===== config.mk =====
export PLATFORM = sky130hd
export DESIGN_NAME = button_input_ctrl_flat
export DESIGN_NICKNAME = d
export VERILOG_FILES = /design/src/rtl/button_input_ctrl_if.sv /design/src/rtl/button_input_ctrl.sv /design/src/flat_wrapper.sv
export SDC_FILE = /design/constraint.sdc
export NUM_CORES = 1
export LEC_CHECK = 0
export BUFFER_PORTS_ARGS = -buffer_cell sky130_fd_sc_hd__clkbuf_2
export CAP_MARGIN = 20
export CORE_MARGIN = 4
export CORE_UTILIZATION = 30
export CTS_BUF_LIST = sky130_fd_sc_hd__clkbuf_4
export DETAILED_ROUTE_END_ITERATION = 12
export SYNTH_ARGS = -nofsm -noshare
export SYNTH_HDL_FRONTEND = slang
export SYNTH_SLANG_ARGS = --single-unit

===== constraint.sdc =====
create_clock -name MCLK -period 2.9 [get_ports MCLK]
set_input_delay 0.145 -clock MCLK [delete_from_list [all_inputs] [get_ports MCLK]]
set_output_delay 0.145 -clock MCLK [all_outputs]
set_load 0.02 [all_outputs]

===== src/rtl/button_input_ctrl_if.sv =====
// Button/alarm inputs and mode/edit outputs of button_input_ctrl.
// The master side drives the raw buttons; the slave side is the controller.
interface button_input_ctrl_if;
    logic       BTN_MODE;
    logic       BTN_LEFT;
    logic       BTN_RIGHT;
    logic       BTN_UP;
    logic       alarm_ringing;
    logic       clock_set;
    logic       alarm_set;
    logic [1:0] location;
    logic [1:0] alarm_location;
    logic       inc_pulse;
    logic       inc_target;
    logic [1:0] inc_digit;
    logic       alarm_ack;

    modport master (
        output BTN_MODE, BTN_LEFT, BTN_RIGHT, BTN_UP, alarm_ringing,
        input  clock_set, alarm_set, location, alarm_location,
        input  inc_pulse, inc_target, inc_digit, alarm_ack
    );

    modport slave (
        input  BTN_MODE, BTN_LEFT, BTN_RIGHT, BTN_UP, alarm_ringing,
        output clock_set, alarm_set, location, alarm_location,
        output inc_pulse, inc_target, inc_digit, alarm_ack
    );
endinterface


===== src/rtl/button_input_ctrl.sv =====
// Synchronize/debounce four buttons and run the NORMAL/CLOCK_SET/ALARM_SET edit FSM.
// Optional AUTO_REPEAT_EN macro: held UP auto-repeats inc_pulse in the set states.
module button_input_ctrl #(
    parameter int unsigned DEBOUNCE_CYCLES = 1_000_000,
    parameter int unsigned REPEAT_DELAY    = 25_000_000,
    parameter int unsigned REPEAT_PERIOD   = 5_000_000
) (
    input  logic                MCLK,
    input  logic                RESETN,
    button_input_ctrl_if.slave  bus
);
    localparam int unsigned CW = (DEBOUNCE_CYCLES > 2) ? $clog2(DEBOUNCE_CYCLES) : 1;

    typedef enum logic [1:0] {
        NORMAL    = 2'd0,
        CLOCK_SET = 2'd1,
        ALARM_SET = 2'd2
    } state_t;

    // Bit order doubles as priority: MODE(0) > LEFT(1) > RIGHT(2) > UP(3)
    logic [3:0]    raw;
    logic [3:0]    sync1, sync2, deb, deb_d;
    logic [CW-1:0] db_cnt [4];
    logic [3:0]    press;

    assign raw   = {bus.BTN_UP, bus.BTN_RIGHT, bus.BTN_LEFT, bus.BTN_MODE};
    assign press = deb & ~deb_d;

    always_ff @(posedge MCLK or negedge RESETN) begin
        if (!RESETN) begin
            sync1 <= '0;
            sync2 <= '0;
            deb   <= '0;
            deb_d <= '0;
            for (int unsigned i = 0; i < 4; i++) db_cnt[i] <= '0;
        end else begin
            sync1 <= raw;
            sync2 <= sync1;
            deb_d <= deb;
            for (int unsigned i = 0; i < 4; i++) begin
                if (sync2[i] == deb[i]) begin
                    db_cnt[i] <= '0;
                end else if (db_cnt[i] == CW'(DEBOUNCE_CYCLES - 1)) begin
                    deb[i]    <= sync2[i];
                    db_cnt[i] <= '0;
                end else begin
                    db_cnt[i] <= db_cnt[i] + 1'b1;
                end
            end
        end
    end

    state_t     state_q, state_d;
    logic [1:0] loc_q, loc_d, aloc_q, aloc_d;
    logic       inc_pulse_q, inc_pulse_d;
    logic       inc_target_q, inc_target_d;
    logic [1:0] inc_digit_q, inc_digit_d;
    logic       alarm_ack_q, alarm_ack_d;
    logic       clock_set_q, alarm_set_q;
    logic       mode_evt;
    logic       rpt_fire;

    assign mode_evt = press[0] && !bus.alarm_ringing;

`ifdef AUTO_REPEAT_EN
    localparam int unsigned RMAX = (REPEAT_DELAY > REPEAT_PERIOD) ? REPEAT_DELAY : REPEAT_PERIOD;
    localparam int unsigned RW   = $clog2(RMAX + 1);

    logic [RW-1:0] rpt_cnt;
    logic          rpt_first;
    logic          rpt_hold;

    // Counts cycles since the press (or last repeat); the first interval is REPEAT_DELAY
    assign rpt_hold = deb[3] && (state_q != NORMAL) && !bus.alarm_ringing && !mode_evt;
    assign rpt_fire = rpt_hold &&
                      (rpt_cnt == (rpt_first ? RW'(REPEAT_DELAY) : RW'(REPEAT_PERIOD)));

    always_ff @(posedge MCLK or negedge RESETN) begin
        if (!RESETN) begin
            rpt_cnt   <= '0;
            rpt_first <= 1'b1;
        end else if (!rpt_hold) begin
            rpt_cnt   <= '0;
            rpt_first <= 1'b1;
        end else if (rpt_fire) begin
            rpt_cnt   <= RW'(1);
            rpt_first <= 1'b0;
        end else begin
            rpt_cnt   <= rpt_cnt + 1'b1;
        end
    end
`else
    logic unused_rpt_params;
    assign unused_rpt_params = ^{REPEAT_DELAY, REPEAT_PERIOD};
    assign rpt_fire          = 1'b0;
`endif

    always_ff @(posedge MCLK or negedge RESETN) begin
        if (!RESETN) begin
            state_q      <= NORMAL;
            loc_q        <= '0;
            aloc_q       <= '0;
            inc_pulse_q  <= 1'b0;
            inc_target_q <= 1'b0;
            inc_digit_q  <= '0;
            alarm_ack_q  <= 1'b0;
            clock_set_q  <= 1'b0;
            alarm_set_q  <= 1'b0;
        end else begin
            state_q      <= state_d;
            loc_q        <= loc_d;
            aloc_q       <= aloc_d;
            inc_pulse_q  <= inc_pulse_d;
            inc_target_q <= inc_target_d;
            inc_digit_q  <= inc_digit_d;
            alarm_ack_q  <= alarm_ack_d;
            clock_set_q  <= (state_d == CLOCK_SET);
            alarm_set_q  <= (state_d == ALARM_SET);
        end
    end

    always_comb begin
        state_d      = state_q;
        loc_d        = loc_q;
        aloc_d       = aloc_q;
        inc_pulse_d  = 1'b0;
        inc_target_d = 1'b0;
        inc_digit_d  = '0;
        alarm_ack_d  = 1'b0;
        if (|press) begin
            // Only the highest-priority press is acted on; the others are dropped
            if (bus.alarm_ringing) begin
                alarm_ack_d = 1'b1;
            end else if (press[0]) begin
                case (state_q)
                    NORMAL: begin
                        state_d = CLOCK_SET;
                        loc_d   = '0;
                    end
                    CLOCK_SET: begin
                        state_d = ALARM_SET;
                        aloc_d  = '0;
                    end
                    default: state_d = NORMAL;
                endcase
            end else if (press[1]) begin
                if (state_q == CLOCK_SET)      loc_d  = loc_q - 2'd1;
                else if (state_q == ALARM_SET) aloc_d = aloc_q - 2'd1;
            end else if (press[2]) begin
                if (state_q == CLOCK_SET)      loc_d  = loc_q + 2'd1;
                else if (state_q == ALARM_SET) aloc_d = aloc_q + 2'd1;
            end else if (state_q != NORMAL) begin
                inc_pulse_d  = 1'b1;
                inc_target_d = (state_q == ALARM_SET);
                inc_digit_d  = (state_q == ALARM_SET) ? aloc_q : loc_q;
            end
        end else if (rpt_fire) begin
            inc_pulse_d  = 1'b1;
            inc_target_d = (state_q == ALARM_SET);
            inc_digit_d  = (state_q == ALARM_SET) ? aloc_q : loc_q;
        end
    end

    assign bus.clock_set      = clock_set_q;
    assign bus.alarm_set      = alarm_set_q;
    assign bus.location       = loc_q;
    assign bus.alarm_location = aloc_q;
    assign bus.inc_pulse      = inc_pulse_q;
    assign bus.inc_target     = inc_target_q;
    assign bus.inc_digit      = inc_digit_q;
    assign bus.alarm_ack      = alarm_ack_q;
endmodule

===== src/flat_wrapper.sv =====
// flat-port wrapper written by rule: the top's interface ports become plain ports
module button_input_ctrl_flat 
#(
    parameter int unsigned DEBOUNCE_CYCLES = 1_000_000,
    parameter int unsigned REPEAT_DELAY    = 25_000_000,
    parameter int unsigned REPEAT_PERIOD   = 5_000_000
)
  (MCLK, RESETN, bus_BTN_MODE, bus_BTN_LEFT, bus_BTN_RIGHT, bus_BTN_UP, bus_alarm_ringing, bus_clock_set, bus_alarm_set, bus_location, bus_alarm_location, bus_inc_pulse, bus_inc_target, bus_inc_digit, bus_alarm_ack);
  button_input_ctrl_if bus_i ();
  input  logic MCLK;
  input  logic RESETN;
  input wire logic [$bits(bus_i.BTN_MODE)-1:0] bus_BTN_MODE;
  input wire logic [$bits(bus_i.BTN_LEFT)-1:0] bus_BTN_LEFT;
  input wire logic [$bits(bus_i.BTN_RIGHT)-1:0] bus_BTN_RIGHT;
  input wire logic [$bits(bus_i.BTN_UP)-1:0] bus_BTN_UP;
  input wire logic [$bits(bus_i.alarm_ringing)-1:0] bus_alarm_ringing;
  output wire logic [$bits(bus_i.clock_set)-1:0] bus_clock_set;
  output wire logic [$bits(bus_i.alarm_set)-1:0] bus_alarm_set;
  output wire logic [$bits(bus_i.location)-1:0] bus_location;
  output wire logic [$bits(bus_i.alarm_location)-1:0] bus_alarm_location;
  output wire logic [$bits(bus_i.inc_pulse)-1:0] bus_inc_pulse;
  output wire logic [$bits(bus_i.inc_target)-1:0] bus_inc_target;
  output wire logic [$bits(bus_i.inc_digit)-1:0] bus_inc_digit;
  output wire logic [$bits(bus_i.alarm_ack)-1:0] bus_alarm_ack;
  assign bus_i.BTN_MODE = bus_BTN_MODE;
  assign bus_i.BTN_LEFT = bus_BTN_LEFT;
  assign bus_i.BTN_RIGHT = bus_BTN_RIGHT;
  assign bus_i.BTN_UP = bus_BTN_UP;
  assign bus_i.alarm_ringing = bus_alarm_ringing;
  assign bus_clock_set = bus_i.clock_set;
  assign bus_alarm_set = bus_i.alarm_set;
  assign bus_location = bus_i.location;
  assign bus_alarm_location = bus_i.alarm_location;
  assign bus_inc_pulse = bus_i.inc_pulse;
  assign bus_inc_target = bus_i.inc_target;
  assign bus_inc_digit = bus_i.inc_digit;
  assign bus_alarm_ack = bus_i.alarm_ack;
  button_input_ctrl #(.DEBOUNCE_CYCLES(DEBOUNCE_CYCLES), .REPEAT_DELAY(REPEAT_DELAY), .REPEAT_PERIOD(REPEAT_PERIOD)) u_core (.MCLK(MCLK), .RESETN(RESETN), .bus(bus_i));
endmodule

== After elaboration in Yosys (flattened, before gate mapping) ==
Index checks and enable logic that the tools add are counted.

* $add $sub $neg: 8
* Equal/unequal tests: 20
* Multiplexer cells: 47
* Bitwise operators: 7
* Reduce and logical (&&, ||, !) cells: 10

{| class="wikitable"
|+ Operators by type and width
! cell !! count
|-
| $mux 20 || 8
|-
| $add 20x1->20 const B || 4
|-
| $eq 20x20->1 const B || 4
|-
| $mux 2 || 24
|-
| $ne 3x3->1 const B || 6
|-
| $mux 1 || 14
|-
| $reduce_and 2->1 || 4
|-
| $reduce_and 8->1 || 1
|-
| $reduce_and 6->1 || 1
|-
| $not 1->1 || 5
|-
| $add 2x1->2 const B || 2
|-
| $and 4x4->4 || 1
|-
| $eq 1x1->1 || 4
|-
| $eq 2x1->1 const B || 2
|-
| $eq 2x2->1 const B || 2
|-
| $ne 2x2->1 const B || 2
|-
| $not 4->4 || 1
|-
| $pmux 2 s2 || 1
|-
| $reduce_or 4->1 || 1
|-
| $sub 2x1->2 const B || 2
|-
| $reduce_bool 3->1 || 1
|-
| $logic_not 2->1 || 1
|-
| $reduce_bool 2->1 || 1
|}

* Flip-flop bits (word level): 109
* Output and inout port bits: 11

== Depth between registers and ports, before layout ==
Gate-level depths: netlist of the first run.

* Word-level depth: 8
* Mapped depth: 6
* Depth with buffers taken out: 6

== Worst setup path after synthesis of the first run ==
No wires, ideal clock.

* Kind: flip-flop to flip-flop
* From: register u_core.db_cnt[32] (netlist bit)
* To: register u_core.deb[2]
* Arrival: 1.952 ns
* Required time: 2.775 ns
* Slack: 0.823 ns
* Stages on the path, launching flop included: 5
* Buffers on the path: 0
* Clock period less this slack: 2.077 ns
* Cells stage by stage: dfrtp_1 -> or4b_1 -> or4_4 -> nor2_1 -> mux2_2

* Longest elaborated chain between the ends: 2

{| class="wikitable"
|+ RTL lines
! item !! line !! RTL
|-
| from (decl) || button_input_ctrl.sv:23 || <nowiki>logic [CW-1:0] db_cnt [4];</nowiki>
|-
| from (signal, indexed assignment) || button_input_ctrl.sv:47 || <nowiki>db_cnt[i] <= db_cnt[i] + 1'b1;</nowiki>
|-
| $eq 20x20->1 || button_input_ctrl.sv:43 || <nowiki>end else if (db_cnt[i] == CW'(DEBOUNCE_CYCLES - 1)) begin</nowiki>
|-
| $reduce_and 2->1 (no source line) || n/a ||
|-
| to (signal, indexed assignment) || button_input_ctrl.sv:44 || <nowiki>deb[i] <= sync2[i];</nowiki>
|-
| to (decl) || button_input_ctrl.sv:22 || <nowiki>logic [3:0] sync1, sync2, deb, deb_d;</nowiki>
|}

Every way passes these cells.
A chain may end at the register's enable or synchronous reset.

== Worst setup path after layout of the first run ==
* From: register u_core.db_cnt[20] (netlist bit)
* To: register u_core.deb[2]

Same word-level chain as after synthesis.

==> results of run 1 <==
[flip-flops by register name, indices dropped and copies added, names as in the netlist]
register                   count
u_core.bus.alarm_location      2
u_core.bus.location            2
u_core.deb                     4
u_core.bus.alarm_ack           1
u_core.bus.clock_set           1
u_core.state_q                 2
u_core.sync2                   4
u_core.db_cnt                 80
u_core.bus.alarm_set           1
u_core.deb_d                   4
u_core.bus.inc_target          1
u_core.sync1                   4
u_core.bus.inc_pulse           1
u_core.bus.inc_digit           2
[metal layers]
metal / routed length, µm / global-route usage / share of wire
met1: 4880 / 0.141 / 0.50
met2: 4420 / 0.171 / 0.45
met3: 368 / 0.0359 / 0.038
met4: 112 / 0.0278 / 0.011
met5: 0 / 0 / 0
[path summary, 6_finish.rpt]
path,slack (ns),end,from
max,0.68,u_core.deb[2],u_core.db_cnt[20]
min,0.24,u_core.db_cnt[56],RESETN
max reg2reg,0.68,u_core.deb[2],u_core.db_cnt[20]
min reg2reg,0.37,u_core.sync2[1],u_core.sync1[1]
max in group asynchronous,1.79,u_core.bus.inc_pulse,RESETN
min in group MCLK,0.30,u_core.sync1[3],bus_BTN_UP
[placed cells by master, fill, tap and decap left out, types with 15 or more instances in the layout]
cell type | Yosys | routed
nor2_1 | 72 | 72
dfrtp_1 | 109 | 109
o21ai_0 | 17 | 16
a21oi_1 | 23 | 23
nand3_1 | 32 | 32
nand2_1 | 26 | 26
nor3_1 | 15 | 15
inv_1 | 20 | 20
nand4_1 | 20 | 20
xor2_1 | 19 | 19
clkbuf_2 | 0 | 16
xnor2_1 | 37 | 37
[final cells by class]
class | instances | area, µm²
antenna | 1 | 2.50
clock buffer | 9 | 67.6
clock inverter | 7 | 98.8
fill | 1682 | 11000
inverter | 20 | 75.1
multi-input combinational | 369 | 2300
sequential | 109 | 2730
tap | 220 | 275
timing repair buffer | 29 | 193
[cell families (layout without fill, tap and decap cells)]
group,Yosys count,count (layout)
and+or+nand+nor,235,235
DFF,109,109
AOI/OAI and AO/OA,60,60
xor gates and xnor gates,56,56
buffers and inverters,34,65
muxes,11,11
adders and majority gates,7,7
other,0,1
[power by group]
part	total (mW)	leakage [nW]	internal [mW]	switching (mW)
clock	0.859	0.0748	0.351	0.508
combinational	0.0981	0.715	0.0312	0.0669
sequential	1.56	1.49	1.54	0.0226
[repair_timing]
action,4_1_cts,5_1_grt
endpoints found under the setup margin,0,0
hold buffers,6,0
hold endpoints to repair,64,0
setup buffers,0,0
==> flow_summary.ini, run 1 <==
[drt]
post_drt_wl_per_cell_um = 12.8
drtAntennaViolNets = 0
via_per_inst = 4.91
dr.pass1.iters = 4
drc = 0
dr.first_iter.drc_count = 254
drt-total-wl_um = 9780
vias = 3752

[cts]
clkTransAtPathRegs_ns = 0.17
worstSkewPairLatency_ns = 0.49
htreeDepth = 3
clock-sinks = 109
cts-buffers-inserted = 9
clockRootBuffer = clkbuf_4
cts.repair.resized = 0
cts.path.max_buffers = 2
cts_tree = yes

[final_layout]
drive_above_1_share = 0.0921
syn_to_final_growth_pct = 11.2
stdcell_area_um2 = 5740
stdcell_count = 764
fin_nets = 552
fin_util = 0.344

[placement]
hpwl_um = 6790
place_congestion = 0.799
port-buffer-count = 17
dp_slack_ns = 0.695
placed_cells = 741
place_area_um2 = 5510

[sta]
fmax_ghz = 0.450
hold_violations = 0
fin_ws_ns = 0.676
grt_setup_unrepaired = false
whs_ns = 0.243
fin_crit_sh = 0.767
worst_pin_slew_ns = 0.717
tns_ns = 0
slew_headroom = 0.522
slew_violations = 0
setup_viol = 0
fin_crit_ns = 2.22
fin_skew_ns = 0.0224

[flow_run]
maxCapViolCount = 0

[synthesis]
yosysSeqAreaShare = 0.528
synth_area_um2 = 5160
syn_inst = 512
yosysTopAreaCellShare = 0.528
ys_seq_elements = 109
synth_edf_count = 0
muxShareOfSynthArea = 0.0228
synthTopCellsByCount = 109 x dfrtp_1, 72 x nor2_1, 37 x xnor2_1
synth_compound_area_frac = 0.0703
async_flop_share = 1.00
synth_adder_area_share = 0.0170
syn_area_per_cell_um2 = 10.1
syn_nets = 526
synthTopCellsByArea = dfrtp_1 53%, xnor2_1 6.3%, nor2_1 5.2%
synth-xor-area-share = 0.0950
synth_top_family_by_area = simple AND/OR/NAND/NOR gates
synth-main-ff-cell = dfrtp_1
yosys.area_share.simple = 0.239
synth_area_leader_cell = dfrtp_1
yosysMostFrequentCell = dfrtp_1
yosysUniqueCellTypes = 41
yosysWarnings = 0

[hold_path]
hp-class = in -> async

[setup_path]
crit_slowest_cell = or4_4
timing.critical_path.cells = ha_1 > nand3_1 > or4_4 > nor2_1 > mux2_2
ff2ff_path_depth = 5
crit_required_ns = 3.28
crit_arrival_ns = 2.60
slowest_delay_ns = 0.65
end_kind = register
cp_max_fo = 8
timing_worst_setup_path_type = reg -> reg
crit_family = simple AND/OR/NAND/NOR gates
crit_path_start_kind = register
cp.depth = 5
crit_buf_inv = 0

[grt]
grt_pass1_wl_um = 17300
grtUsageTotal = 0.107
antenna_found_initial = 1
grt_pass1_vias = 3666
grt-ovfl-total = 0
grt_max_degree = 59

[floorplan]
io-pin-count = 18
core_um2 = 16700
rows = 47
die_w_um = 139
die_area_um2 = 19400
start_util = 0.309
fp.dieH_um = 139

[power]
p_per_area_nw_per_um2 = 439
p_leak_nw = 2.28
p_total_mw = 2.52
peakVddDrop_v = 0.000155

[run_status]
status = complete, no violations
Power figures use the tool's default switching activity.
==> run 2, diff against run 1 <==
- clock period: 2.9 -> 1.8 ns (I/O delays scaled with it)
==> flow_summary.ini, run 2 (synthesis gave the netlist of run 1 again) <==
[final_layout]
mostFrequentLayoutCells = 108 x dfrtp_1, 70 x nor2_1, 58 x buf_4
final_common_cell = dfrtp_1
largest_reg_flops = 80
syn_to_final_growth_pct = 22.4
multi_input_area_um2 = 2420
fin_util = 0.378
fin_nets = 610
drive_above_1_share = 0.225
fillers = 1675
largest_register = u_core.db_cnt
area.sequential_um2 = 2730

[flow_run]
maxCapViolCount = 0

[sta]
setup_viol = 44
fin_crit_ns = 1.99
grt_setup_unrepaired = true
hold_violations = 0
slew_headroom = 0.677
fin_ws_ns = -0.191
fin_skew_ns = 0.0294
fin_crit_sh = 1.11
tns_ns = -6.04
slew_violations = 0
worst_pin_slew_ns = 0.484
fmax_ghz = 0.502

[setup_path]
cp.depth = 4
end_kind = register
slowest_delay_ns = 0.54
cp_max_fo = 2
crit_required_ns = 2.18
crit_family = simple AND/OR/NAND/NOR gates
crit_buf_inv = 0
timing.critical_path.cells = or4b_1 > or4_4 > nor2_2 > mux2_2
regToRegSetupSlack_ns = -0.19
ff2ff_path_depth = 4
crit_arrival_ns = 2.37
reg2reg_from = u_core.db_cnt[75]
crit_slowest_cell = or4_4
timing.rr.end = u_core.deb[0]
crit_path_start_kind = register
timing_worst_setup_path_type = reg -> reg

[placement]
hpwl_um = 7580
port-buffer-count = 17
dp_slack_ns = -0.185
place_congestion = 0.810

[drt]
via_per_inst = 4.87
drtAntennaViolNets = 0
drc = 0
vias = 4007
dr.first_iter.drc_count = 228
drt-total-wl_um = 10700
dr.pass1.iters = 4
post_drt_wl_per_cell_um = 13.0

[grt]
antenna_found_initial = 1
grt-ovfl-total = 0
grt_max_degree = 39
grt_pass1_vias = 4058
grtUsageTotal = 0.114
grt_pass1_wl_um = 18700

[floorplan]
die_area_um2 = 19400
start_util = 0.309
die_w_um = 139
rows = 47
fp.dieH_um = 139
io-pin-count = 18
core_um2 = 16700

[power]
p_leak_nw = 2.59
peakVddDrop_v = 0.000258
p_per_area_nw_per_um2 = 629

[hold_path]
hp-class = in -> async

[run_status]
violations = negative setup slack
status = finished with violations

[cts]
clock-sinks = 109
cts_tree = yes
worstSkewPairLatency_ns = 0.50
cts-buffers-inserted = 9
clkTransAtPathRegs_ns = 0.16
clockRootBuffer = clkbuf_4
cts.path.max_buffers = 2
htreeDepth = 3
## run 2: cell types whose count changed in the layout (fill, tap and decap cells not counted), sizes merged
cell	before	now
buf	7	65
clkinvlp	4	1
bufinv	2	1
clkinv	0	3
inv	21	22
## run 2: per-stage QoR
| step | instances | hold slack, ns | total power [mW] | instance area, µm² |
|---|---|---|---|---|
| 2_1_floorplan | 512 | -0.206 | 2.63 | 5240 |
| 3_3_place_gp | 794 | 0.0794 | 2.74 | 6010 |
| 3_5_place_dp | 794 | 0.0847 | 2.75 | 6010 |
| 4_1_cts | 817 | 0.0475 | 4.05 | 6260 |
| 5_1_grt | 822 | 0.0612 | 4.18 | 6320 |
| 6_report | 822 | 0.0718 | 3.98 | 6320 |
## run 2: routing by layer
| layer | global-route usage | vias up | part of all wire |
|---|---|---|---|
| li1 | - | 1975 | - |
| met1 | 0.145 | 1955 | 0.47 |
| met2 | 0.189 | 57 | 0.48 |
| met3 | 0.0283 | 20 | 0.030 |
| met4 | 0.0438 | 0 | 0.021 |
| met5 | 0 | - | 0 |
## run 2: area by class of cell
class	instances	area share
Clock buffer	9	0.0107
Clock inverter	7	0.0115
Inverter	20	0.0119
Tap cell	220	0.0436
Timing Repair Buffer	87	0.108
Multi-Input combinational cell	369	0.382
Antenna cell	1	0.000396
Sequential cell	109	0.432
## run 2: where the power goes
| group | internal (mW) | switching (mW) |
|---|---|---|
| Sequential | 2.48 | 0.0315 |
| Combinational | 0.0819 | 0.124 |
| Clock | 0.429 | 0.829 |
## run 2: how the worst max path moves through the flow
stage,from,endpoint,slack (ns)
floorplan,u_core.db_cnt[28],u_core.db_cnt[31],-0.18
global placement,u_core.db_cnt[75],u_core.db_cnt[62],-0.17
detailed placement,u_core.db_cnt[75],u_core.db_cnt[62],-0.18
CTS,u_core.db_cnt[75],u_core.deb[0],-0.19
global route,u_core.db_cnt[75],u_core.db_cnt[76],-0.24
finish,u_core.db_cnt[75],u_core.deb[0],-0.19
## run 2: repair_timing
item	in CTS	in global routing
pin swaps	4	3
gates resized for setup	10	10
endpoints found under the setup margin	47	50
setup buffers	1	5
hold buffers	6	0
hold endpoints to repair	120	0
